[config.mk]
export PLATFORM = sky130hd
export DESIGN_NAME = clk_rate_ctrl
export DESIGN_NICKNAME = d
export VERILOG_FILES = /design/src/rtl/clk_rate_ctrl.sv
export SDC_FILE = /design/constraint.sdc
export NUM_CORES = 1
export LEC_CHECK = 0
export ABC_CLOCK_PERIOD_IN_PS = 5200
export CAP_MARGIN = 20
export CORE_MARGIN = 2
export CORE_UTILIZATION = 60
export CTS_BUF_LIST = sky130_fd_sc_hd__clkbuf_4 sky130_fd_sc_hd__clkbuf_8
export CTS_CLUSTER_SIZE = 24
export DETAILED_ROUTE_END_ITERATION = 10
export MAX_ROUTING_LAYER = met4
export PLACE_DENSITY = 0.75
export SYNTH_ARGS = -nofsm -noshare
export SYNTH_HDL_FRONTEND = slang
export SYNTH_SLANG_ARGS = --single-unit
[constraint.sdc]
create_clock -name clk -period 5.2 [get_ports clk]
set_input_delay 0.78 -clock clk [delete_from_list [all_inputs] [get_ports clk]]
set_output_delay 0.78 -clock clk [all_outputs]
set_load 0.1 [all_outputs]
[src/rtl/clk_rate_ctrl.sv]
// Rate controller for the clock divider: debounced button / direct-load mode select
// and the programmable period counter, with mode changes taken only at period boundaries.
module clk_rate_ctrl #(
    parameter int N          = 26,
    parameter int DIV0       = 50000000,
    parameter int DIV1       = 25000000,
    parameter int DIV2       = 5000000,
    parameter int DIV3       = 1000000,
    parameter int DEB_CYCLES = 1000000
) (
    input  logic       clk,
    input  logic       reset,
    input  logic       btn_next,
    input  logic       mode_load,
    input  logic [1:0] mode_in,
    input  logic       run,
    output logic [1:0] mode,
    output logic       q,
    output logic       tick,
    output logic       pending
);

    localparam int DW = (DEB_CYCLES > 1) ? $clog2(DEB_CYCLES) : 1;
    localparam logic [DW-1:0] DEB_LAST = DW'(DEB_CYCLES - 1);

    localparam logic [N-1:0] DIV0_C = N'(DIV0);
    localparam logic [N-1:0] DIV1_C = N'(DIV1);
    localparam logic [N-1:0] DIV2_C = N'(DIV2);
    localparam logic [N-1:0] DIV3_C = N'(DIV3);

    typedef enum logic [1:0] {
        DEB_IDLE   = 2'd0,
        DEB_CHK_HI = 2'd1,
        DEB_HELD   = 2'd2,
        DEB_CHK_LO = 2'd3
    } deb_state_t;

    function automatic logic [N-1:0] period_of(input logic [1:0] m);
        case (m)
            2'd0:    period_of = DIV0_C;
            2'd1:    period_of = DIV1_C;
            2'd2:    period_of = DIV2_C;
            2'd3:    period_of = DIV3_C;
            default: period_of = DIV0_C;
        endcase
    endfunction

    logic             sync1_r;
    logic             sync2_r;
    deb_state_t       deb_state_r;
    deb_state_t       deb_state_nxt_s;
    logic [DW-1:0]    deb_cnt_r;
    logic [DW-1:0]    deb_cnt_nxt_s;
    logic             press_s;

    logic [N-1:0]     cnt_r;
    logic [N-1:0]     cnt_step_s;
    logic [N-1:0]     div_s;
    logic [N-1:0]     last_s;
    logic [N-1:0]     half_s;
    logic             wrap_s;
    logic             boundary_s;
    logic             apply_s;

    logic [1:0]       pend_mode_r;
    logic [1:0]       base_s;
    logic             req_s;
    logic [1:0]       req_mode_s;

    // Two-flop synchroniser for the asynchronous pushbutton.
    always_ff @(posedge clk or negedge reset) begin
        if (!reset) begin
            sync1_r <= 1'b0;
            sync2_r <= 1'b0;
        end else begin
            sync1_r <= btn_next;
            sync2_r <= sync1_r;
        end
    end

    // Debouncer state and stable-level counter registers.
    always_ff @(posedge clk or negedge reset) begin
        if (!reset) begin
            deb_state_r <= DEB_IDLE;
            deb_cnt_r   <= '0;
        end else begin
            deb_state_r <= deb_state_nxt_s;
            deb_cnt_r   <= deb_cnt_nxt_s;
        end
    end

    // Debouncer next state; the press pulse fires once when a high level has been stable long enough.
    always_comb begin
        deb_state_nxt_s = deb_state_r;
        deb_cnt_nxt_s   = deb_cnt_r;
        press_s         = 1'b0;
        case (deb_state_r)
            DEB_IDLE: begin
                if (sync2_r) begin
                    deb_state_nxt_s = DEB_CHK_HI;
                    deb_cnt_nxt_s   = '0;
                end else begin
                    deb_state_nxt_s = DEB_IDLE;
                end
            end
            DEB_CHK_HI: begin
                if (!sync2_r) begin
                    deb_state_nxt_s = DEB_IDLE;
                end else if (deb_cnt_r >= DEB_LAST) begin
                    deb_state_nxt_s = DEB_HELD;
                    press_s         = 1'b1;
                end else begin
                    deb_cnt_nxt_s = deb_cnt_r + DW'(1);
                end
            end
            DEB_HELD: begin
                if (!sync2_r) begin
                    deb_state_nxt_s = DEB_CHK_LO;
                    deb_cnt_nxt_s   = '0;
                end else begin
                    deb_state_nxt_s = DEB_HELD;
                end
            end
            DEB_CHK_LO: begin
                if (sync2_r) begin
                    deb_state_nxt_s = DEB_HELD;
                end else if (deb_cnt_r >= DEB_LAST) begin
                    deb_state_nxt_s = DEB_IDLE;
                end else begin
                    deb_cnt_nxt_s = deb_cnt_r + DW'(1);
                end
            end
            default: begin
                deb_state_nxt_s = DEB_IDLE;
                deb_cnt_nxt_s   = '0;
            end
        endcase
    end

    // Period decode, wrap detection and boundary/apply qualification.
    always_comb begin
        div_s  = period_of(mode);
        last_s = div_s - N'(1);
        half_s = div_s >> 1;
        wrap_s = (cnt_r >= last_s);
        if (wrap_s) begin
            cnt_step_s = '0;
        end else begin
            cnt_step_s = cnt_r + N'(1);
        end
        boundary_s = run & wrap_s;
        apply_s    = pending & (boundary_s | ~run);
    end

    // Request arbitration; presses build on the waiting mode so repeated presses accumulate.
    always_comb begin
        if (pending) begin
            base_s = pend_mode_r;
        end else begin
            base_s = mode;
        end
        if (mode_load) begin
            req_s      = 1'b1;
            req_mode_s = mode_in;
        end else if (press_s) begin
            req_s      = 1'b1;
            req_mode_s = base_s + 2'd1;
        end else begin
            req_s      = 1'b0;
            req_mode_s = base_s;
        end
    end

    // Pending request register; a request in the apply cycle survives for the next boundary.
    always_ff @(posedge clk or negedge reset) begin
        if (!reset) begin
            pending     <= 1'b0;
            pend_mode_r <= 2'd0;
        end else if (req_s) begin
            pending     <= 1'b1;
            pend_mode_r <= req_mode_s;
        end else if (apply_s) begin
            pending <= 1'b0;
        end
    end

    // Period counter with registered square wave and tick; mode switches restart the period.
    always_ff @(posedge clk or negedge reset) begin
        if (!reset) begin
            mode  <= 2'd0;
            cnt_r <= '0;
            q     <= 1'b0;
            tick  <= 1'b0;
        end else if (apply_s) begin
            mode  <= pend_mode_r;
            cnt_r <= '0;
            q     <= 1'b0;
            tick  <= boundary_s;
        end else if (run) begin
            cnt_r <= cnt_step_s;
            q     <= (cnt_step_s >= half_s);
            tick  <= wrap_s;
        end else begin
            tick <= 1'b0;
        end
    end

endmodule
Yosys cells after proc, flatten, opt, wreduce, memory -nomap -nowiden
Cells that the tools add are included.
{ "totals": {"ff_bits": 57, "latch_bits": 0, "ramBits": 0, "rom_bits": 0, "inputBits": 7, "output_inout_bits": 5, "elab_cells": 70, "mem_count": 0} }
{ "op_classes": {"addsub": 4, "mul": 0, "n_div": 0, "n_lt_le_gt_ge": 3, "n_eq_ne": 12, "n_shift": 0, "muxes": 31, "n_bitwise": 4, "n_reduce_logical": 6} }
{ "ops": {"columns": ["op", "count"], "rows": [
  ["$pmux W26 S4", 1],
  ["$mux W20", 5],
  ["$pmux W20 S4", 1],
  ["$mux W26", 3],
  ["$add A26 B1 Y26 const B", 1],
  ["$ge A26 B25 Y1", 1],
  ["$ge A26 B26 Y1", 1],
  ["$sub A26 B1 Y26 const B", 1],
  ["$add A20 B1 Y20 const B", 1],
  ["$ge A20 B20 Y1 const B", 1],
  ["$mux W2", 7],
  ["$mux W1", 13],
  ["$eq A2 B2 Y1 const B", 4],
  ["$ne A2 B2 Y1 const B", 4],
  ["$pmux W2 S4", 1],
  ["$ne A3 B3 Y1 const B", 2],
  ["$eq A2 B1 Y1 const B", 2],
  ["$logic_not A2 Y1", 2],
  ["$reduce_and A4 Y1", 1],
  ["$reduce_bool A2 Y1", 2],
  ["$add A2 B1 Y2 const B", 1],
  ["$and A1 B1 Y1", 2],
  ["$reduce_and A2 Y1", 1],
  ["$not A1 Y1", 1],
  ["$or A1 B1 Y1", 1]
]} }

Logic depth before layout (Yosys ltp)
Gate-level depths: netlist of the first run.
{ "logic_depth": {"ltp_word": 9, "ltp_mapped": 18} }

Worst setup path after synthesis of the first run
OpenSTA, ideal clock, no wires.
{ "synth_path": {"path_kind": "reg-to-reg", "startpoint": "reg mode[1]", "endpoint": "reg q", "arrival_time_ns": 4.557, "setup_slack_ns": 0.547, "path_stages_with_launch": 17, "path_cell_list": "dfrtp_1 -> inv_1 -> ha_1 -> inv_1 -> o21ai_0 -> ha_1 -> nand2_1 -> nor3_1 -> o21bai_1 -> o21ai_1 -> clkbuf_1 -> nor2_1 -> ha_1 -> a21oi_1 -> or3_1 -> a311o_1 -> a311oi_2"} }
{ "synth_between": {"elab_chain_len": 8, "word_cells_on_any_way": 15} }
{ "synth_lines": {"columns": ["element", "line_no", "rtl"], "rows": [
  ["from (decl)", "17", "output logic [1:0] mode,"],
  ["from (signal assigned)", "195", "mode <= pend_mode_r;"],
  ["$eq A2 B2 Y1, or another cell as far along", "39", "case (m)"],
  ["$pmux W26 S4 *", "39", null],
  ["$sub A26 B1 Y26", "143", "last_s = div_s - N'(1);"],
  ["$ge A26 B26 Y1", "145", "wrap_s = (cnt_r >= last_s);"],
  ["$mux W26 or $and A1 B1 Y1 (tied branches)", "146, 151", null],
  ["$ge A26 B25 Y1 or $or A1 B1 Y1 (tied branches)", "201, 152", null],
  ["$mux W1 or $and A1 B1 Y1 (tied branches)", "199, 152", null],
  ["$mux W1 or $reduce_bool A2 Y1 (tied branches)", null, null],
  ["to (signal assigned)", "201", "q <= (cnt_step_s >= half_s);"],
  ["to (decl)", "18", "output logic q,"]
]} }
Every way passes the cells marked *; elsewhere a longest branch is shown, timed or not. The select of a mux whose other input is x is not followed.
A chain may end at the register's enable or synchronous reset.

Final worst setup path of the first run
Ends and elaborated chain as after synthesis.

==> results.sh, run 1 <==
export IMPL_status="finished clean"
export IMPL_power_density_nw_per_um2=275.1
export IMPL_grt_max_degree=58
export IMPL_drt_total_wl_um=10040
export IMPL_drv_slew=0
export IMPL_worst_clock_skew_ps=12.97
export IMPL_postRouteAntennaNets=0
export IMPL_h_tree_depth=3
export IMPL_synthDominantCellAreaShare_pct=33.57
export IMPL_synth_seq_cells=57
export IMPL_synth_most_common_cell="dfrtp_1"
export IMPL_core_area_um2=6832
export IMPL_clockBufferDepth=2
export IMPL_clock_sinks=57
export IMPL_synth_fp_nets=545
export IMPL_leakage_nw=2.165
export IMPL_crit_arrival_ps=5000
export IMPL_end_kind="flop"
export IMPL_holdBufCountCts=0
export IMPL_netlist_top_cells_area="dfrtp_1 34%, ha_1 12%, a21oi_1 5.1%"
export IMPL_cts_root_buffer="clkbuf_8"
export IMPL_max_freq_ghz=0.2086
export IMPL_synth_seq_area_share_pct=33.57
export IMPL_whs_ps=364.7
export IMPL_synth_cell_types=57
export IMPL_fin_crit_sh_pct=92.17
export IMPL_synth_commonest_cells="57 x dfrtp_1, 50 x nand2_1, 43 x a21oi_1"
export IMPL_drive_gt1_share_pct=6.139
export IMPL_hold_path_class="reg2reg"
export IMPL_first_pass_iters=5
export IMPL_drc=0
export IMPL_cts_buffers=9
export IMPL_place_ws_ps=515.8
export IMPL_nNetsFinal=549
export IMPL_async_flop_share_pct=100.0
export IMPL_worstMarginPinSlew_ps=974.7
export IMPL_track_usage_pct=28.40
export IMPL_worstSetupStartpointType="flop"
export IMPL_period_minus_slack_ps=4793
export IMPL_finalSetupTns_ps=0
export IMPL_relSlewSlack_pct=34.81
export IMPL_synth_edff_count=0
export IMPL_yosysWarnings=0
export IMPL_clk_latency_ps=340
export IMPL_finalHoldViolCount=0
export IMPL_dp_hpwl_um=7082
export IMPL_wl_per_cell_um=16.70
export IMPL_crit_required_ps=5410
export IMPL_finalInstanceArea_um2=4644
export IMPL_die_w_um=88.16
export IMPL_grt_overflow=0
export IMPL_synthCells=497
export IMPL_peakVddDrop_uv=175.7
export IMPL_vias=3779
export IMPL_clk_pin_slew_worst_paths_ps=80
export IMPL_postLayoutCoreUtil_pct=67.99
export IMPL_worstSetupPathType="reg2reg"
export IMPL_max_cap_viol_count=0
export IMPL_io_buffer_count=11
export IMPL_syn_to_final_growth_pct=9.305
export IMPL_rsz0062_at_grt="no"
export IMPL_yosys_most_used_dff="dfrtp_1"
export IMPL_drt_initial_drc_count=252
export IMPL_synth_area_um2=4249
export IMPL_die_area_um2=7771
export IMPL_die_height_um=88.16
export IMPL_crit_fanout=13
export IMPL_grt_pass1_vias=3385
export IMPL_cts_tree="built"
export IMPL_diodes=0
export IMPL_postCtsSetupBuffers=0
export IMPL_ctsResizeCount=0
export IMPL_setup_violations_final=0
export IMPL_std_cell_rows=30
export IMPL_avgSynthCellArea_um2=8.549
export IMPL_io_pins=12
export IMPL_grt_pass1_wl_um=16540
export IMPL_place_gp_congestion=0.9852
export IMPL_antenna_found_initial=0
export IMPL_start_util_pct=62.20
export IMPL_viasPerCell=6.288
export IMPL_setup_slack_ps=407.2
export IMPL_yosysTopAreaCell="dfrtp_1"
export IMPL_dpl_cell_area_um2=4403
==> path summary, 6_finish.rpt <==
kind | from | end | slack, ps | cells after the start
max | mode[1] | q | 410 | 18
min | sync1_r | sync2_r | 360 | 0
max reg2reg | mode[1] | q | 410 | 18
min reg2reg | sync1_r | sync2_r | 360 | 0
max in group asynchronous | reset | cnt_r[3] | 4140 | 2
min in group asynchronous | reset | sync1_r | 570 | 2
==> cells in the final DEF (no fill, tap or decap), types with 4 or more instances in the layout <==
cell type	synthesis	routed
a31oi_1	21	21
and3_1	7	7
nand3_1	24	24
nor3_1	11	11
or3_1	8	8
nand4_1	13	13
o21ai_0	12	12
o21ai_1	19	19
clkbuf_8	0	10
nor2_1	42	42
a21oi_1	43	43
dfrtp_1	57	57
buf_4	1	4
nor2b_1	6	6
o21a_1	4	4
a21o_1	14	14
a22o_1	9	9
and4_1	4	4
nand2b_1	9	9
inv_1	13	13
nand2_1	50	50
xor2_1	8	8
clkdlybuf4s50_1	0	10
xnor2_1	13	13
mux2i_1	4	4
ha_1	41	41
==> per-stage QoR <==
stage / power, mW / std cells
after floorplan: 0.6986 / 497
after global placement: 0.7598 / 586
after detailed placement: 0.7673 / 586
after CTS: 1.285 / 601
after global routing: 1.342 / 601
final: 1.278 / 601
==> metal layers <==
metal	GRT usage, %	up-vias	part of all wire (%)
li1	-	1832	-
met1	41.30	1812	48
met2	40.84	119	44
met3	4.053	16	5.8
met4	9.091	0	1.6
met5	-	-	0
==> kinds of logic after synthesis <==
family	synth area share, %
AO/OA/AOI/OAI	21.82
XOR/XNOR	4.329
adder cells (fa/ha/maj)	12.07
buffers and inverters	3.622
flip-flops	33.57
multiplexers	1.737
other	0.1767
AND/OR/NAND/NOR	22.67
==> report_power, final <==
group	internal, mW	switching (mW)
Sequential	0.468	0.0446
Combinational	0.0930	0.159
Clock	0.329	0.184
Total	0.890	0.388
==> layout make-up <==
class | instances | area [um^2]
flip-flops and latches | 57 | 1426
fillers | 544 | 2187
well taps | 96 | 120.1
clock inverters | 5 | 103.9
repair buffers | 15 | 135.1
clock buffers | 10 | 137.6
multi-input cells | 404 | 2669
inverters | 14 | 52.55
==> sequential cells by signal (all words and copies together) (netlist names), 2 cells and up, named ones only <==
register	count
pend_mode_r	2
deb_cnt_r	20
cnt_r	26
mode	2
==> worst max-delay path, cell delays in order, from the launching register on <==
cell and delay, ps:
dfrtp_1 550, inv_1 160, ha_1 260, inv_1 310, o21ai_0 210, ha_1 320, nand2_1 60, nor3_1 190
o21bai_1 140, o21ai_1 750, buf_4 290, nor2_1 70, ha_1 340, a211oi_1 250, o21ai_0 140, o21a_1 130
a21o_1 160, a211oi_1 230, a311oi_2 70
No activity file was read; power rests on OpenSTA's default activity.
==> inputs of run 2 (changes only) <==
==> constraint.sdc (replaced) <==
create_clock -name clk -period 5.2 [get_ports clk]
set_input_delay 0.52 -clock clk [delete_from_list [all_inputs] [get_ports clk]]
set_output_delay 0.52 -clock clk [all_outputs]
set_load 0.1 [all_outputs]
==> results of run 2 <==
Same layout as run 1 (identical final DEF). Status: finished clean.
Among the figures that moved: hold slack 364.7 ps -> 313.2 ps
==> inputs of run 3 (changes only) <==
--- a/config.mk
+++ b/config.mk
@@ -9,11 +9,10 @@
 export CAP_MARGIN = 20
 export CORE_MARGIN = 2
 export CORE_UTILIZATION = 60
-export CTS_BUF_LIST = sky130_fd_sc_hd__clkbuf_4 sky130_fd_sc_hd__clkbuf_8
 export CTS_CLUSTER_SIZE = 24
 export DETAILED_ROUTE_END_ITERATION = 10
 export MAX_ROUTING_LAYER = met4
-export PLACE_DENSITY = 0.75
+export PLACE_DENSITY_LB_ADDON = 0.1
 export SYNTH_ARGS = -nofsm -noshare
 export SYNTH_HDL_FRONTEND = slang
 export SYNTH_SLANG_ARGS = --single-unit
==> results.sh, run 3 (synthesized netlist as in run 1, its figures left out) <==
export IMPL_postCtsSetupBuffers=0
export IMPL_dpl_cell_area_um2=4395
export IMPL_cp_startpoint="mode[1]"
export IMPL_largest_reg_flops=26
export IMPL_r2r_start="mode[1]"
export IMPL_drv_slew=0
export IMPL_finalInstanceArea_um2=4607
export IMPL_grt_overflow=0
export IMPL_peakVddDrop_uv=186.6
export IMPL_clockBufferDepth=2
export IMPL_antenna_found_initial=0
export IMPL_drt_total_wl_um=10090
export IMPL_worstSetupStartpointType="flop"
export IMPL_end_kind="flop"
export IMPL_nNetsFinal=549
export IMPL_r2r_cells=16
export IMPL_holdBufCountCts=0
export IMPL_dp_hpwl_um=7265
export IMPL_vias=3730
export IMPL_setup_slack_ps=469.0
export IMPL_relSlewSlack_pct=35.18
export IMPL_std_cell_rows=30
export IMPL_worst_clock_skew_ps=11.98
export IMPL_die_area_um2=7771
export IMPL_grt_pass1_wl_um=16690
export IMPL_cts_buffers=9
export IMPL_postRouteAntennaNets=0
export IMPL_grt_pass1_vias=3362
export IMPL_io_buffer_count=11
export IMPL_final_common_cell="dfrtp_1"
export IMPL_start_util_pct=62.20
export IMPL_mostFrequentLayoutCells="57 x dfrtp_1, 50 x nand2_1, 43 x a21oi_1"
export IMPL_reg2reg_slack_ps=470
export IMPL_diodes=0
export IMPL_ctsResizeCount=0
export IMPL_clk_pin_slew_worst_paths_ps=80
export IMPL_io_pins=12
export IMPL_h_tree_depth=3
export IMPL_power_density_nw_per_um2=260.7
export IMPL_top_register="cnt_r"
export IMPL_leakage_nw=2.137
export IMPL_core_area_um2=6832
export IMPL_viasPerCell=6.196
export IMPL_worstMarginPinSlew_ps=969.2
export IMPL_r2r_end="q"
export IMPL_wl_per_cell_um=16.77
export IMPL_cts_root_buffer="clkbuf_8"
export IMPL_max_cap_viol_count=0
export IMPL_period_minus_slack_ps=4731
export IMPL_first_pass_iters=5
export IMPL_worstSetupPathType="reg2reg"
export IMPL_crit_fanout=13
export IMPL_clk_latency_ps=350
export IMPL_crit_required_ps=5460
export IMPL_setup_violations_final=0
export IMPL_drive_gt1_share_pct=6.324
export IMPL_finalSetupTns_ps=0
export IMPL_clock_sinks=57
export IMPL_syn_to_final_growth_pct=8.422
export IMPL_hold_path_class="in2async"
export IMPL_die_height_um=88.16
export IMPL_grt_max_degree=58
export IMPL_place_gp_congestion=0.9592
export IMPL_place_ws_ps=560.3
export IMPL_fin_crit_sh_pct=90.98
export IMPL_crit_arrival_ps=4990
export IMPL_drc=0
export IMPL_track_usage_pct=28.64
export IMPL_reg_top3="cnt_r: 26 flops, deb_cnt_r: 20 flops"
export IMPL_rsz0062_at_grt="no"
export IMPL_drt_initial_drc_count=264
export IMPL_die_w_um=88.16
export IMPL_max_freq_ghz=0.2114
export IMPL_finalHoldViolCount=0
export IMPL_cts_tree="built"
export IMPL_status="finished clean"
## run 3: cell types whose count changed in the layout (fill, tap and decap cells not counted), sizes merged
cell and change:
clkinvlp +3, bufinv -2, clkinv -1, inv +1
## run 3: stage by stage
stage               hold slack (ps)  std cells  utilization [%]  total power, mW
finish                        304.0        602            67.44            1.201
global route                  364.7        602            67.44            1.261
CTS                           342.8        601            67.33            1.203
detailed placement            341.8        585            64.34           0.7683
global placement              337.2        585            64.34           0.7600
floorplan                     224.4        497                -           0.6986
## run 3: metal layers
| layer | vias to the layer above | track usage [%] | wire length (um) |
|---|---|---|---|
| met1 | 1783 | 40.90 | 4869 |
| met2 | 88 | 41.46 | 4490 |
| li1 | 1842 | - | - |
| met4 | 0 | 9.642 | 165 |
| met3 | 17 | 4.524 | 568 |
| met5 | - | - | 0 |
## run 3: critical path: stages, from the launching register on
cell and delay [ps]:
dfrtp_1 530, inv_1 160, ha_1 260, inv_1 310
o21ai_0 240, ha_1 340, nand2_1 70, nor3_1 190
o21bai_1 130, o21ai_1 780, buf_4 290, nor2_1 60
ha_1 290, a21oi_1 60, or3_1 370, a311o_1 340
a311oi_2 230
## run 3: report_power, final
part	switching, mW	internal (mW)	total [mW]
sequential	0.0448	0.468	0.512
combinational	0.159	0.0932	0.252
clock	0.201	0.235	0.436
total	0.405	0.796	1.20
## run 3: area by class of cell
class / count / area, um^2
Clock buffer: 10 / 137.6
Clock inverter: 6 / 66.31
Fill cell: 588 / 2225
Inverter: 14 / 52.55
Multi-Input combinational cell: 404 / 2669
Sequential cell: 57 / 1426
Tap cell: 96 / 120.1
Timing Repair Buffer: 15 / 135.1
## run 3: worst max-delay path by stage
stage | to | cells after the start
6_report | q | 16
5_1_grt | q | 18
4_1_cts | q | 16
3_5_place_dp | q | 16
3_3_place_gp | q | 16
2_1_floorplan | q | 16
